[config.mk]
export PLATFORM = sky130hd
export DESIGN_NAME = cpu_controller_flat
export DESIGN_NICKNAME = d
export VERILOG_FILES = /design/src/rtl/cpu_controller_if.sv /design/src/rtl/cpu_controller.sv /design/src/flat_wrapper.sv
export SDC_FILE = /design/constraint.sdc
export NUM_CORES = 1
export LEC_CHECK = 0
export CAP_MARGIN = 10
export CORE_MARGIN = 2
export CORE_UTILIZATION = 52
export DETAILED_ROUTE_END_ITERATION = 6
export HOLD_SLACK_MARGIN = 0.1
export PLACE_DENSITY = 0.82
export SLEW_MARGIN = 40
export SYNTH_ARGS = -nofsm -noshare
export SYNTH_HDL_FRONTEND = slang
export SYNTH_SLANG_ARGS = --single-unit
[constraint.sdc]
create_clock -name clk -period 4.5 [get_ports clk]
set_clock_uncertainty 0.1 [all_clocks]
set_input_delay 0.675 -clock clk [delete_from_list [all_inputs] [get_ports clk]]
set_output_delay 0.675 -clock clk [all_outputs]
set_load 0.005 [all_outputs]
[src/rtl/cpu_controller_if.sv]
// Control bundle between the instruction decoder, the cpu_controller sequencer
// and the datapath control strobes.
interface cpu_controller_if;
  logic       s;
  logic [2:0] opcode;
  logic [1:0] op;
  logic       w;
  logic [2:0] nsel;
  logic [1:0] vsel;
  logic       write;
  logic       loada;
  logic       loadb;
  logic       loadc;
  logic       loads;
  logic       asel;
  logic       bsel;
  logic       illegal;

  modport master (
    output s, opcode, op,
    input  w, nsel, vsel, write, loada, loadb, loadc, loads, asel, bsel, illegal
  );

  modport slave (
    input  s, opcode, op,
    output w, nsel, vsel, write, loada, loadb, loadc, loads, asel, bsel, illegal
  );
endinterface

[src/rtl/cpu_controller.sv]
// Instruction sequencer: turns a latched {opcode, op} pair into a Moore sequence
// of register-file, pipeline-register and ALU control strobes.
module cpu_controller (
  input logic          clk,
  input logic          reset,
  cpu_controller_if.slave bus
);

  typedef enum logic [2:0] {
    S_WAIT, S_DECODE, S_WRITE_IMM, S_GET_A, S_GET_B, S_ALU, S_WRITE_REG
  } state_e;

  typedef struct packed {
    logic       w;
    logic [2:0] nsel;
    logic [1:0] vsel;
    logic       write;
    logic       loada;
    logic       loadb;
    logic       loadc;
    logic       loads;
    logic       asel;
    logic       bsel;
    logic       illegal;
  } ctrl_t;

  localparam logic [4:0] I_MOV_IMM = 5'b110_10;
  localparam logic [4:0] I_MOV_SH  = 5'b110_00;
  localparam logic [4:0] I_MVN     = 5'b101_11;
  localparam logic [4:0] I_ADD     = 5'b101_00;
  localparam logic [4:0] I_CMP     = 5'b101_01;
  localparam logic [4:0] I_AND     = 5'b101_10;

  state_e     state_q, state_d;
  logic [4:0] instr_q, instr_d;
  ctrl_t      ctrl_q, ctrl_d;

  function automatic ctrl_t ctrl_for(input state_e st, input logic [4:0] ins);
    ctrl_t c;
    c = '0;
    case (st)
      S_WAIT:      c.w = 1'b1;
      S_DECODE:    c.illegal = !(ins inside {I_MOV_IMM, I_MOV_SH, I_MVN, I_ADD, I_CMP, I_AND});
      S_WRITE_IMM: begin c.nsel = 3'b100; c.vsel = 2'b10; c.write = 1'b1; end
      S_GET_A:     begin c.nsel = 3'b100; c.loada = 1'b1; end
      S_GET_B:     begin c.nsel = 3'b001; c.loadb = 1'b1; end
      S_ALU: begin
        c.loads = (ins == I_CMP);
        c.loadc = (ins != I_CMP);
        c.asel  = (ins == I_MOV_SH) || (ins == I_MVN);
      end
      S_WRITE_REG: begin c.nsel = 3'b010; c.vsel = 2'b00; c.write = 1'b1; end
      default:     c.w = 1'b1;
    endcase
    return c;
  endfunction

  always_comb begin
    state_d = state_q;
    instr_d = instr_q;
    case (state_q)
      S_WAIT: if (bus.s) begin
        state_d = S_DECODE;
        instr_d = {bus.opcode, bus.op};
      end
      S_DECODE: begin
        case (instr_q)
          I_MOV_IMM:            state_d = S_WRITE_IMM;
          I_MOV_SH, I_MVN:      state_d = S_GET_B;
          I_ADD, I_CMP, I_AND:  state_d = S_GET_A;
          default:              state_d = S_WAIT;
        endcase
      end
      S_WRITE_IMM: state_d = S_WAIT;
      S_GET_A:     state_d = S_GET_B;
      S_GET_B:     state_d = S_ALU;
      S_ALU:       state_d = (instr_q == I_CMP) ? S_WAIT : S_WRITE_REG;
      S_WRITE_REG: state_d = S_WAIT;
      default:     state_d = S_WAIT;
    endcase
    ctrl_d = ctrl_for(state_d, instr_d);
  end

  // Outputs are registered from the next state so they line up with state_q.
  always_ff @(posedge clk) begin
    if (reset) begin
      state_q <= S_WAIT;
      instr_q <= '0;
      ctrl_q  <= ctrl_for(S_WAIT, 5'b0);
    end else begin
      state_q <= state_d;
      instr_q <= instr_d;
      ctrl_q  <= ctrl_d;
    end
  end

  assign bus.w    = ctrl_q.w;
  assign bus.nsel = ctrl_q.nsel;
  assign bus.vsel = ctrl_q.vsel;
  assign bus.asel = ctrl_q.asel;
  assign bus.bsel = ctrl_q.bsel;

  // Reset masks strobes immediately so an aborted instruction never writes back.
  assign bus.write   = ctrl_q.write   & ~reset;
  assign bus.loada   = ctrl_q.loada   & ~reset;
  assign bus.loadb   = ctrl_q.loadb   & ~reset;
  assign bus.loadc   = ctrl_q.loadc   & ~reset;
  assign bus.loads   = ctrl_q.loads   & ~reset;
  assign bus.illegal = ctrl_q.illegal & ~reset;

endmodule

[src/flat_wrapper.sv]
// flat-port wrapper written by rule: the top's interface ports become plain ports
module cpu_controller_flat 
  (clk, reset, bus_s, bus_opcode, bus_op, bus_w, bus_nsel, bus_vsel, bus_write, bus_loada, bus_loadb, bus_loadc, bus_loads, bus_asel, bus_bsel, bus_illegal);
  cpu_controller_if bus_i ();
  input logic clk;
  input logic reset;
  input wire logic [$bits(bus_i.s)-1:0] bus_s;
  input wire logic [$bits(bus_i.opcode)-1:0] bus_opcode;
  input wire logic [$bits(bus_i.op)-1:0] bus_op;
  output wire logic [$bits(bus_i.w)-1:0] bus_w;
  output wire logic [$bits(bus_i.nsel)-1:0] bus_nsel;
  output wire logic [$bits(bus_i.vsel)-1:0] bus_vsel;
  output wire logic [$bits(bus_i.write)-1:0] bus_write;
  output wire logic [$bits(bus_i.loada)-1:0] bus_loada;
  output wire logic [$bits(bus_i.loadb)-1:0] bus_loadb;
  output wire logic [$bits(bus_i.loadc)-1:0] bus_loadc;
  output wire logic [$bits(bus_i.loads)-1:0] bus_loads;
  output wire logic [$bits(bus_i.asel)-1:0] bus_asel;
  output wire logic [$bits(bus_i.bsel)-1:0] bus_bsel;
  output wire logic [$bits(bus_i.illegal)-1:0] bus_illegal;
  assign bus_i.s = bus_s;
  assign bus_i.opcode = bus_opcode;
  assign bus_i.op = bus_op;
  assign bus_w = bus_i.w;
  assign bus_nsel = bus_i.nsel;
  assign bus_vsel = bus_i.vsel;
  assign bus_write = bus_i.write;
  assign bus_loada = bus_i.loada;
  assign bus_loadb = bus_i.loadb;
  assign bus_loadc = bus_i.loadc;
  assign bus_loads = bus_i.loads;
  assign bus_asel = bus_i.asel;
  assign bus_bsel = bus_i.bsel;
  assign bus_illegal = bus_i.illegal;
  cpu_controller u_core (.clk(clk), .reset(reset), .bus(bus_i));
endmodule
==> results of run 1 <==
[routing by layer]
layer / share of wire (%) / wire length (µm)
met1: 49 / 817
met4: 2.2 / 36
met2: 45 / 748
met3: 4.2 / 71
met5: 0 / 0
[kinds of logic (layout without fill, tap and decap cells)]
kind of cell / Yosys count / count (layout) / share of synthesized area (%)
xor+xnor: 1 / 1 / 0.869
mux: 4 / 4 / 3.97
simple gates: 48 / 48 / 33.0
other cells: 1 / 2 / 0.372
buf+inv: 19 / 29 / 12.0
compound gates: 15 / 15 / 10.0
flops: 20 / 20 / 39.7
[report_power, final]
| part | total (mW) | switching (mW) | internal, mW | leakage, nW |
|---|---|---|---|---|
| clock | 0.146 | 0.0558 | 0.0901 | 0.0279 |
| sequential | 0.188 | 0.00637 | 0.181 | 0.163 |
| combinational | 0.0346 | 0.0166 | 0.0181 | 0.283 |
[cell usage in the layout (no fill, tap or decap)]
cell	n
a31oi_1	2
clkbuf_4	3
nor3_1	4
and3_1	4
and3b_1	2
nor2b_1	6
inv_1	6
a21oi_1	4
and4bb_2	1
o22ai_1	1
nor4b_1	2
nor4b_4	2
nand2b_1	1
dfxtp_1	20
and2_1	1
nor3b_2	1
o21ai_1	1
conb_1	2
a211oi_2	1
xor2_1	1
bufinv_16	1
nand4b_1	1
o21ai_0	2
mux2i_1	4
a211oi_1	1
nor3b_1	4
nand2_1	3
nor4_1	1
a41oi_1	2
and4b_1	2
clkdlybuf4s50_1	19
and4_1	1
nor2_1	12
o21ba_2	1
[state kept, by name, indices dropped and copies added, names as in the netlist]
name             flops
u_core.ctrl_q        6
u_core.instr_q       5
u_core.bus.nsel      3
u_core.state_q       3
u_core.bus.asel      1
u_core.bus.vsel      1
u_core.bus.w         1
[worst reg2reg max path, stage by stage (launching register included)]
cell      delay (ns)
dfxtp_1         0.46
and4b_1         0.24
and4_1          0.21
a211oi_2        0.56
nor4b_1         0.30
[final timing paths]
kind | startpoint | end | slack [ns] | cells after the start
max | reset | bus_loadb | 1.57 | 3
max reg2reg | u_core.instr_q[3] | u_core.ctrl_q[5] | 2.55 | 4
min reg2reg | u_core.instr_q[0] | u_core.instr_q[0] | 0.48 | 2
min | u_core.instr_q[0] | u_core.instr_q[0] | 0.48 | 2
[final cells by class]
class	count	area share (%)
Timing Repair Buffer	19	16.0
Clock buffer	3	1.90
Clock inverter	1	2.53
Multi-Input combinational cell	70	41.3
Inverter	6	1.90
Sequential cell	20	33.7
Tap cell	25	2.63
==> impl_metrics.toml, run 1 <==
[sta]
worst_slew_pin_slew_ns = 0.642
final_hold_viol_count = 0
worst_slack_ns = 1.57
relSlewSlack_pct = 57.1
finalCritPeriodShare_pct = 65.1
setup_viol = 0
whs_ns = 0.484
final.min_clock_period_ns = 2.93
finalMaxSlewViolations = 0
fmax_mhz = 341
tns_ns = 0
rsz0062_at_grt = "false"

[setup_path]
worstSetupPathType = "in -> out"
crit_fanout = 17
end_kind = "output pin"
crit_top_cell = "clkdlybuf4s50_1"
required_ns = 3.72
slowest_stage = "clkdlybuf4s50_1"
crit_chain = "clkdlybuf4s50_1, nor2b_1, clkdlybuf4s50_1"
path_buf_inv = 2
crit_path_max_incr_delay_ns = 0.73
startpoint_type = "input port"
worstPathArrival_ns = 2.16
cp_top_family = "buffers and inverters"

[run_status]
outcome = "finished clean"

[route]
first_pass_iters = 4
viasPerCell = 5.29
drc = 0
ant_nets = 0
avgRoutedWirePerCell_um = 11.6
wl_um = 1670
via_count = 762
dr.first_iter.drc_count = 15

[grt]
grt_use_met3_pct = 4.53
grt_overflow_total = 0
use_met2_pct = 28.3
grt_util_all_layers_pct = 17.6
grt_pass1_wl_um = 2770
top_usage_layer = "met2"
antenna_found_initial = 0
grt_max_degree = 18
grt.met1_usage_pct = 21.4
grt_pass1_vias = 642

[layout]
final_util_pct = 66.6
antenna_cells = 0
final_net_count = 128
final_area_um2 = 1190
area_delta_synth_final_pct = 17.7
post_layout_nonfiller_instances = 144
drive_gt1_share_pct = 8.40
fillers = 151
multiInputGateArea_um2 = 490
regArea_um2 = 400

[hold_path]
hp-class = "reg -> reg"

[synthesis]
syn_avg_cell_area_um2 = 9.34
synth_seq_cells = 20
async_flop_share_pct = 0
ys_types = 35
synth_edf_count = 0
synth_top_area_share_pct = 39.7
synth_warnings = 0
yosys.area.top_type = "dfxtp_1"
yosysSeqAreaShare_pct = 39.7
synthFlopType = "dfxtp_1"
synth.area.top_cells = "dfxtp_1 40%, buf_4 5.2%, nor4b_4 4.7%"
syn_inst = 108
ys_top_cells_by_count = "20 x dfxtp_1, 12 x nor2_1, 7 x buf_4, 6 x inv_1, 6 x nor2b_1"
syn-cell-area_um2 = 1010
yosys.cell_count.top_type = "dfxtp_1"

[place]
dpl_cell_area_um2 = 1130
post-place-cells = 140
dp_hpwl_um = 1160
port_buffers = 19
dp_slack_ns = 1.54
gp_congestion = 0.788

[clocking]
cts_tree = "yes"
cts_made_buffers = 3
cts_sinks = 20
cts_buffer_depth = 2
cts_resized = 0
postCtsSetupBuffers = 0
hold_buffers = 0
clk_pin_slew_ns = 0.11
cts_root_buffer = "clkbuf_4"
h-tree-depth = 1
clk_latency_ns = 0.31

[die]
die_h_um = 48.0
die_area_um2 = 2310
placementRows = 15
core-area_um2 = 1780
io_pins = 22
start_util_pct = 56.6
die_x_um = 48.0

[pwr]
p_leak_nw = 0.474
p_per_area_nw_per_um2 = 310
ir_drop_mv = 0.227
power_mw = 0.368

[flow_run]
cap_violations = 0
(Power assumes the default switching activity.)
==> inputs of run 2 (changes only) <==
Settings changed: CORE_UTILIZATION 52 to 49, PLACE_DENSITY 0.82 to 0.78.
Clock period 4.5 ns to 3.05 ns, I/O delays scaled along.
==> run 2 against run 1 <==
Compared with the run above:
- via count is 1.0% lower
- non-clock buffer count rose by 1
- sequential share of layout area grew 0.18 points
- count of clock-buffer cells in the layout rose by 1
- combinational power rose by 52%
- global-route usage decreased by 1.9 points
- wire length increased by 3.8%
- critical path type unchanged
- highest routed layer unchanged
- flip-flop and latch count unchanged
- register-to-register slack lost 1.4 ns
- clock power is 4% higher
- largest power group unchanged
==> impl_metrics.toml, run 2 (synthesis results as in run 1) <==
[run_status]
outcome = "finished clean"

[layout]
regMostFlops = "u_core.ctrl_q"
antenna_cells = 0
area_delta_synth_final_pct = 17.1
drive_gt1_share_pct = 9.17
final_area_um2 = 1180
final_net_count = 129
layout_common_cells = "20 x dfxtp_1, 19 x clkdlybuf4s50_1, 12 x nor2_1"
largest_reg_flops = 6
final_util_pct = 60.8
final_common_cell = "dfxtp_1"
reg_top3 = "u_core.ctrl_q: 6 flops, u_core.instr_q: 5 flops"

[pwr]
p_leak_nw = 0.471
ir_drop_mv = 0.309
p_per_area_nw_per_um2 = 408

[route]
avgRoutedWirePerCell_um = 11.8
drc = 0
via_count = 754
ant_nets = 0
viasPerCell = 5.13
dr.first_iter.drc_count = 15
first_pass_iters = 4
wl_um = 1740

[die]
die_x_um = 49.4
core-area_um2 = 1940
start_util_pct = 51.9
die_h_um = 49.4
placementRows = 16
die_area_um2 = 2440
io_pins = 22

[setup_path]
r2r_end = "u_core.ctrl_q[5]"
worstPathArrival_ns = 1.68
end_kind = "output pin"
endpoint = "bus_loadb"
crit_fanout = 7
startpoint_type = "input port"
r2r_setup_slack_ns = 1.10
worstSetupPathType = "in -> out"
r2r-start = "u_core.instr_q[3]"
r2r_cells = 4
required_ns = 2.49
critPathLaunch = "reset"

[clocking]
cts_tree = "yes"
cts_root_buffer = "clkbuf_4"
clk_pin_slew_ns = 0.11
cts_sinks = 20
hold_buffers = 0
postCtsSetupBuffers = 0
cts_made_buffers = 3
cts_buffer_depth = 2
clk_latency_ns = 0.30
h-tree-depth = 1
cts_resized = 0

[sta]
final_hold_viol_count = 0
tns_ns = 0
whs_ns = 0.487
worst_slack_ns = 0.814
final.min_clock_period_ns = 2.24
setup_viol = 0
rsz0062_at_grt = "false"
finalMaxSlewViolations = 0
fmax_mhz = 447
finalCritPeriodShare_pct = 73.3
worst_slew_pin_slew_ns = 0.617
relSlewSlack_pct = 58.7

[place]
dp_slack_ns = 0.793
dpl_cell_area_um2 = 1140
dp_hpwl_um = 1330
port_buffers = 19
gp_congestion = 0.827

[grt]
grt_max_degree = 12
grt_util_all_layers_pct = 15.7
antenna_found_initial = 0
grt_overflow_total = 0
grt_pass1_vias = 633
grt_pass1_wl_um = 2930

[hold_path]
holdPathStages = 2
hp-class = "reg -> reg"

[flow_run]
cap_violations = 0
run 2: where the power goes:
group | switching, mW | leakage, nW | internal, mW | total (mW)
sequential | 0.00920 | 0.163 | 0.268 | 0.277
clock | 0.0791 | 0.0210 | 0.0729 | 0.152
combinational | 0.0251 | 0.288 | 0.0275 | 0.0526
total | 0.113 | 0.471 | 0.368 | 0.482
run 2: layout make-up:
cell class                      instances  area (µm²)
Clock buffer                            4        36.3
Sequential cell                        20         400
Tap cell                               27        33.8
Timing Repair Buffer                   20         198
Inverter                                6        22.5
Multi-Input combinational cell         70         490
Fill cell                             184         761
run 2: how the worst min path moves through the flow:
stage	from	to	slack, ns
after CTS	u_core.instr_q[0]	u_core.instr_q[0]	0.49
after global placement	u_core.instr_q[4]	u_core.instr_q[4]	0.46
final	u_core.instr_q[0]	u_core.instr_q[0]	0.49
after floorplan	u_core.instr_q[4]	u_core.instr_q[4]	0.41
after detailed placement	u_core.instr_q[0]	u_core.instr_q[0]	0.47
after global routing	u_core.instr_q[4]	u_core.instr_q[4]	0.53
run 2: metrics by stage:
step	total power, mW	std cells
finish	0.482	147
global route	0.502	147
CTS	0.484	147
detailed placement	0.335	143
global placement	0.334	143
floorplan	0.319	109
run 2: critical path, stage by stage:
cell,delay [ns]
clkdlybuf4s50_1,0.54
nor2b_1,0.17
clkdlybuf4s50_1,0.51
run 2: layer usage:
layer  vias to the layer above  global-route usage, %  part of all wire (%)
met5                         -                      0                     0
met4                         0                   7.14                   2.0
met3                         5                   3.07                   4.0
met2                        17                   27.0                    47
met1                       342                   18.7                    47
li1                        390                      -                     -
==> inputs of run 3 (changes only) <==
Settings changed: CORE_UTILIZATION 49 to 44, PLACE_DENSITY 0.78 to 0.74.
Clock period 3.05 ns to 2 ns, I/O delays scaled along.
==> run 3 against run 2 <==
Compared with the run above:
- sequential power rose by 53%
- flip-flop and latch count did not move
- first-iteration DRC count fell by 13%
- combinational power rose by 60%
==> impl_metrics.toml, run 3 (synthesis results as in run 1) <==
[route]
via_count = 785
drc = 0
wl_um = 1740
viasPerCell = 5.10
first_pass_iters = 4
avgRoutedWirePerCell_um = 11.3
ant_nets = 0
dr.first_iter.drc_count = 13

[sta]
finalCritPeriodShare_pct = 85.1
final_hold_viol_count = 0
rsz0062_at_grt = "false"
final.min_clock_period_ns = 1.70
tns_ns = 0
finalMaxSlewViolations = 0
fmax_mhz = 587
setup_viol = 0

[clocking]
cts_root_buffer = "clkbuf_4"
clk_latency_ns = 0.30
cts_made_buffers = 3
h-tree-depth = 1
cts_buffer_depth = 2
hold_buffers = 0
cts_tree = "yes"
cts_sinks = 20
clk_pin_slew_ns = 0.11

[die]
core-area_um2 = 2190
start_util_pct = 46.0
io_pins = 22
die_h_um = 51.9
die_x_um = 51.9
placementRows = 17
die_area_um2 = 2690

[flow_run]
cap_violations = 0

[setup_path]
end_kind = "flop"
crit_path_max_incr_delay_ns = 0.41
worstPathArrival_ns = 1.81
crit_chain = "nor4b_1, o21ai_1, a211oi_2, buf_4, nor4b_1"
crit_top_cell = "nor4b_1"
startpoint_type = "flop"
slowest_stage = "dfxtp_1"
worstSetupPathType = "reg -> reg"
required_ns = 2.10
crit_fanout = 9

[grt]
grt_max_degree = 13
grt_overflow_total = 0
grt_pass1_vias = 693
grt_pass1_wl_um = 2920
antenna_found_initial = 0
grt_util_all_layers_pct = 14.6

[layout]
layout_common_cells = "20 x dfxtp_1, 18 x clkdlybuf4s50_1, 12 x nor2_1"
largest_reg_flops = 6
regMostFlops = "u_core.ctrl_q"
antenna_cells = 0
final_common_cell = "dfxtp_1"
area_delta_synth_final_pct = 23.6
final_net_count = 135
reg_top3 = "u_core.ctrl_q: 6 flops, u_core.instr_q: 5 flops"
drive_gt1_share_pct = 13.5

[pwr]
p_per_area_nw_per_um2 = 666
ir_drop_mv = 0.422
power_mw = 0.829
p_leak_nw = 0.518

[run_status]
outcome = "finished clean"

[place]
port_buffers = 19
gp_congestion = 0.806
dp_hpwl_um = 1310

[hold_path]
hp-class = "in -> reg"
-- run 3: cell types whose count changed in the layout (fill, tap and decap cells not counted) --
cell             change
buf_4                +6
bufinv_16            +1
clkbuf_8             -1
clkdlybuf4s50_1      -1
dlymetal6s2s_1       +1
-- run 3: path summary, 6_finish.rpt --
kind	startpoint	end	slack, ns	cells past startpoint
worst max-delay path	u_core.instr_q[2]	u_core.ctrl_q[5]	0.30	5
worst min-delay path	reset	u_core.bus.w	0.32	3
worst max register to register	u_core.instr_q[2]	u_core.ctrl_q[5]	0.30	5
worst min register to register	u_core.instr_q[4]	u_core.instr_q[4]	0.47	2
-- run 3: repair_timing --
item,in CTS,in global routing
endpoints found under the hold margin,0,0
endpoints found under the setup margin,0,6
resized for setup,0,1
buffers inserted,0,0
-- run 3: final cells by class --
cell class,count,area [µm²]
clock buffer,3,22.5
clock inverter,1,30.0
fill,195,945
inverter,6,22.5
multi-input combinational,70,490
sequential,20,400
tap,28,35.0
timing repair buffer,26,245
-- run 3: per-stage QoR --
stage               utilization (%)  setup slack [ns]  cell area [µm²]  instances  hold slack [ns]
floorplan                         -             0.429             1010        109            0.339
global placement               54.4            0.0120             1190        150            0.449
detailed placement             54.4            0.0202             1190        150            0.452
CTS                            56.8           0.00917             1240        154            0.472
global route                   56.9             0.146             1250        154            0.348
finish                         56.9             0.297             1250        154            0.316
-- run 3: worst max-delay path, delay by kind of cell, from the launching register on --
family          cells  cell delay (ns)
buf+inv             1             0.17
compound gates      2             0.40
flops               1             0.41
simple gates        2             0.54
-- run 3: metal layers --
| layer | part of all wire [%] | vias up | GRT usage [%] | routed length [µm] |
|---|---|---|---|---|
| met5 | 0 | - | 0 | 0 |
| met3 | 3.6 | 2 | 2.59 | 63 |
| li1 | - | 404 | - | - |
| met2 | 50 | 16 | 25.1 | 878 |
| met1 | 45 | 363 | 17.1 | 785 |
| met4 | 0.97 | 0 | 7.89 | 17 |
-- run 3: report_power, final --
group / switching (mW) / internal, mW / leakage (nW)
sequential: 0.0144 / 0.408 / 0.163
combinational: 0.0379 / 0.0462 / 0.327
clock: 0.120 / 0.203 / 0.0279
total: 0.172 / 0.657 / 0.518
